File: src/rtl/conv_encoder.sv
// Rate-1/2 K=7 convolutional encoder (g0=133o, g1=171o), serial A-then-B output.
// Latency: zero; coded bit is combinational from the current input and state.
// Backpressure: none; consumes one input bit every two clocks, emits one bit per clock.
module conv_encoder (
    input  logic clk_i,
    input  logic rst_i,
    input  logic data_i,
    output logic coded_o
);

    // Phase encoding: A (g0) is emitted first, B (g1) second.
    localparam logic [0:0] PH_A = 1'b0;
    localparam logic [0:0] PH_B = 1'b1;

    // Generator polynomials; bit 6 is the current input, bit 0 the oldest delay.
    localparam logic [6:0] G0 = 7'o133;
    localparam logic [6:0] G1 = 7'o171;

    // shift_q[1] holds the most recent past bit, shift_q[6] the oldest.
    logic [6:1] shift_q;
    logic [6:1] shift_d;
    logic [0:0] phase_q;
    logic [0:0] phase_d;

    // Window of the current bit followed by the delay line, aligned to the polynomials.
    logic [6:0] window;
    logic       code_a;
    logic       code_b;

    // Coded bits and output mux; the output path has no register stage.
    always_comb begin
        window  = {data_i, shift_q[1], shift_q[2], shift_q[3],
                   shift_q[4], shift_q[5], shift_q[6]};
        code_a  = ^(window & G0);
        code_b  = ^(window & G1);
        coded_o = (phase_q == PH_A) ? code_a : code_b;
    end

    // Next state: toggle phase every clock; the input bit enters the delay line
    // only at the end of its B cycle, so both coded bits see the same history.
    always_comb begin
        phase_d = phase_q;
        shift_d = shift_q;
        case (phase_q)
            PH_A: begin
                phase_d = PH_B;
            end
            PH_B: begin
                phase_d = PH_A;
                shift_d = {shift_q[5:1], data_i};
            end
            default: begin
                phase_d = PH_A;
            end
        endcase
    end

    // State registers; reset clears immediately and abandons any half-emitted pair.
    always_ff @(posedge clk_i or posedge rst_i) begin
        if (rst_i) begin
            shift_q <= '0;
            phase_q <= PH_A;
        end else begin
            shift_q <= shift_d;
            phase_q <= phase_d;
        end
    end

endmodule

File: config.mk
export PLATFORM = sky130hd
export DESIGN_NAME = conv_encoder
export DESIGN_NICKNAME = d
export VERILOG_FILES = /design/src/rtl/conv_encoder.sv
export SDC_FILE = /design/constraint.sdc
export NUM_CORES = 1
export LEC_CHECK = 0
export ABC_CLOCK_PERIOD_IN_PS = 1300
export CAP_MARGIN = 20
export CORE_AREA = 10 10 47 49
export CTS_CLUSTER_SIZE = 20
export DETAILED_ROUTE_END_ITERATION = 16
export DIE_AREA = 0 0 57 59
export GPL_TIMING_DRIVEN = 0
export PLACE_DENSITY = 0.41
export REMOVE_ABC_BUFFERS = 1
export SKIP_LAST_GASP = 1
export SLEW_MARGIN = 20
export SYNTH_ARGS = -nofsm -noshare
export SYNTH_HDL_FRONTEND = slang
export SYNTH_SLANG_ARGS = --single-unit
File: constraint.sdc
create_clock -name clk_i -period 1.3 [get_ports clk_i]
set_input_delay 0.195 -clock clk_i [delete_from_list [all_inputs] [get_ports clk_i]]
set_output_delay 0.195 -clock clk_i [all_outputs]
set_load 0.05 [all_outputs]
Word-level counts from Yosys, hierarchy flattened
Cells that the tools add are included.
Word-level totals
  register bits after elaboration: 7
  latch bits: 0
  RAM bits: 0
  memory bits (read-only): 0
  input port bits: 3
  output and inout port bits: 1
  logic and storage cells: 7
  memories kept: 0
Operators by class
  add/subtract/negate cells: 0
  multiply operators: 0
  div/mod/pow operators: 0
  order comparisons: 0
  equal/unequal tests: 0
  shift-type cells: 0
  muxes and demuxes: 2
  bitwise gates (word level): 1
  reduce and logical (&&, ||, !) cells: 2
Operators by type and width (number)
  $reduce_xor A7 Y1: 2
  $pmux W1 S2: 1
  $mux W1: 1
  $not A1 Y1: 1

Logic depth before layout (Yosys ltp)
  word-level depth: 2
  gate-level depth with buffers: 3
  mapped depth without buffers: 2

Least setup slack after synthesis
No wires, ideal clock.
  path kind: reg2out
  from: register shift_q[2] (netlist name)
  to: output port coded_o
  data arrival time: 1.175 ns
  data required time: 1.105 ns
  path slack: -0.070 ns
  cell stages (with the launch flop): 3
  path buffers: 0
  path through: dfrtp_1 > xnor2_1 > xnor3_1
Between the ends
  word-level cells in the longest chain between the ends: 2
Ends and longest elaborated chain
  start: declaration: line 20  | logic [6:1] shift_q;
  start signal: assignment: line 64  | shift_q <= shift_d;
  $reduce_xor A7 Y1 (on tied branches): line 34, 35
  $mux W1 *: line 36  | coded_o = (phase_q == PH_A) ? code_a : code_b;
  end: declaration: line 8  | output logic coded_o
Mark *: on every way between the ends. The rest lies on a longest branch, timed or not.

Worst setup path in the final report
  from: register shift_q[6] (netlist name)
  to: output port coded_o
The elaborated chain is that of the path after synthesis.

==> flow_metrics.tcl <==
set metrics [dict create \
    outcome "complete, but fails checks" \
    violations "negative setup slack" \
    synth_largest_area_cell "dfrtp_1" \
    grt_max_degree 9 \
    drt-pass1-iter-count 1 \
    cts_tree "yes" \
    async_reset_ff_share_pct 100 \
    critPathKind "reg2out" \
    pre_cts_slack_ns -0.798 \
    first_global_vias 188 \
    via_per_inst 4.07 \
    path_clk_slew_ns 0.05 \
    clockBufferDepth 2 \
    die_area_mm2 0.00336 \
    end_kind "output port" \
    cts.sinks 7 \
    core.rowCount 14 \
    finClkSkew_ns 0.000230 \
    rr_endpoint "shift_q[5]$_DFFE_PP0P_" \
    leakagePower_nw 0.185 \
    postCtsSetupRepairBufs 0 \
    fin_area_um2 387 \
    antenna_cells 0 \
    antenna_found_initial 0 \
    synth-edff-count 0 \
    routed-via-count 171 \
    placed_area_um2 358 \
    grt_pass1_wl_um 883 \
    core_mm2 0.00140 \
    cap_viol_max_count 0 \
    slew_headroom_pct 81.9 \
    postCtsHoldBufs 0 \
    ys_seq_area_share_pct 56.0 \
    ir_drop_mv 0.428 \
    io_buffers 3 \
    final-hold-violation-count 0 \
    synth.area.top_cells "dfrtp_1 (56%), mux2_2 (22%), xnor3_1 (7.2%), xnor2_2 (5.2%), mux2i_1 (3.2%)" \
    synth.distinct_cells 8 \
    hp-class "in2async" \
    cts_max_level 1 \
    p_total_uw 531 \
    arrival_ns 1.39 \
    cts_resized 8 \
    syn_to_final_growth_pct 23.6 \
    syn_avg_cell_area_um2 15.6 \
    rsz0062_at_grt "yes" \
    fillers 154 \
    start_kind "flip-flop" \
    final_util_pct 27.6 \
    synth_area_um2 313 \
    insertion_delay_ns 0.25 \
    rrSetupSlack_ns 0.37 \
    setup_viol 1 \
    power.density_mw_per_mm2 1370 \
    setup-tns-final_ns -0.284 \
    ant_nets 0 \
    crit_fanout 2 \
    die_h_um 59 \
    grt_usage_pct 3.69 \
    postLayoutSetupSlackWorst_ns -0.284 \
    synth_cells 20 \
    min_period_over_period_pct 122 \
    drt_iter0_drc 0 \
    post-place-cells 38 \
    wl_um 477 \
    report.final.slew_viol_count 0 \
    place_congestion 0.641 \
    ys_dominant_reg_cell "dfrtp_1" \
    multi_input_area_um2 125 \
    clk_root_buffer_cell "clkbuf_4" \
    fmax_mhz 631 \
    rr_worst_depth 1 \
    ys_ff_latch 7 \
    worstReg2RegStart "phase_q$_DFF_PP0_" \
    regArea_um2 176 \
    initial_core_util_pct 22.3 \
    yosysMostFrequentCell "dfrtp_1" \
    drive_above_1_share_pct 46.2 \
    fp.dieW_um 57 \
    final_cells 42 \
    worstPathRequired_ns 1.11 \
    cts_made_buffers 3 \
    nNetsFinal 30 \
    pin_count 4 \
    grt_overflow_total 0 \
    whs_ns 0.173 \
    period_minus_slack_ns 1.58 \
    synth.top_cell.area_share_pct 56.0 \
    drc 0 \
    wl_per_cell_um 11.4 \
    worstMarginPinSlew_ns 0.271 \
    synthTopCellsByCount "dfrtp_1 (7), mux2_2 (6), inv_1 (2)" \
    yosysWarnings 0 \
]
per-layer routing:
| metal | routed length (µm) | vias up | GRT usage [%] |
|---|---|---|---|
| li1 | - | 78 | - |
| met5 | 0 | - | 0 |
| met1 | 207 | 86 | 3.50 |
| met2 | 215 | 5 | 4.81 |
| met4 | 16 | 0 | 4.03 |
| met3 | 38 | 2 | 2.79 |
cells by family (layout without fill, tap and decap cells):
family    count (synthesis)  in the layout  synth area share [%]
xor+xnor                  3              3                  15.2
mux                       7              7                  24.8
buf+inv                   3              9                  4.00
flops                     7              7                  56.0
final cells by class:
cell class                 count  share of cell area [%]
timing repair buffer           3                    8.09
clock buffer                   4                    6.80
multi-input combinational     10                    32.4
inverter                       2                    1.94
sequential                     7                    45.6
tap                           16                    5.18
registers in the layout (all words and copies together) (netlist names):
register	count
shift_q	6
phase_q	1
worst max-delay path by stage:
stage,depth (start not counted),start,end
2_1_floorplan,2,shift_q[2]$_DFFE_PP0P_,coded_o
3_3_place_gp,4,data_i,coded_o
3_5_place_dp,4,data_i,coded_o
4_1_cts,3,shift_q[6]$_DFFE_PP0P_,coded_o
5_1_grt,3,shift_q[6]$_DFFE_PP0P_,coded_o
6_report,3,shift_q[6]$_DFFE_PP0P_,coded_o
cell usage in the layout (no fill, tap or decap):
cell	Yosys	final
xnor2_1	1	1
dfrtp_1	7	6
clkbuf_4	0	3
xnor3_1	1	1
mux2i_1	1	1
clkdlybuf4s50_1	0	2
dfrtp_2	0	1
inv_1	2	2
buf_6	0	1
mux2_2	6	6
clkbuf_1	0	1
xnor2_2	1	1
critical path, cell delays in order, from the launching register on:
cell and delay [ns]:
dfrtp_1 0.39, xnor2_1 0.16, xnor3_1 0.42, buf_6 0.17
where the power goes:
part           total [mW]  leakage (nW)  internal (mW)  switching (mW)
combinational      0.0943        0.0910         0.0471          0.0472
clock               0.202        0.0150          0.117          0.0845
sequential          0.235        0.0789          0.228         0.00724
(Power assumes the default switching activity.)
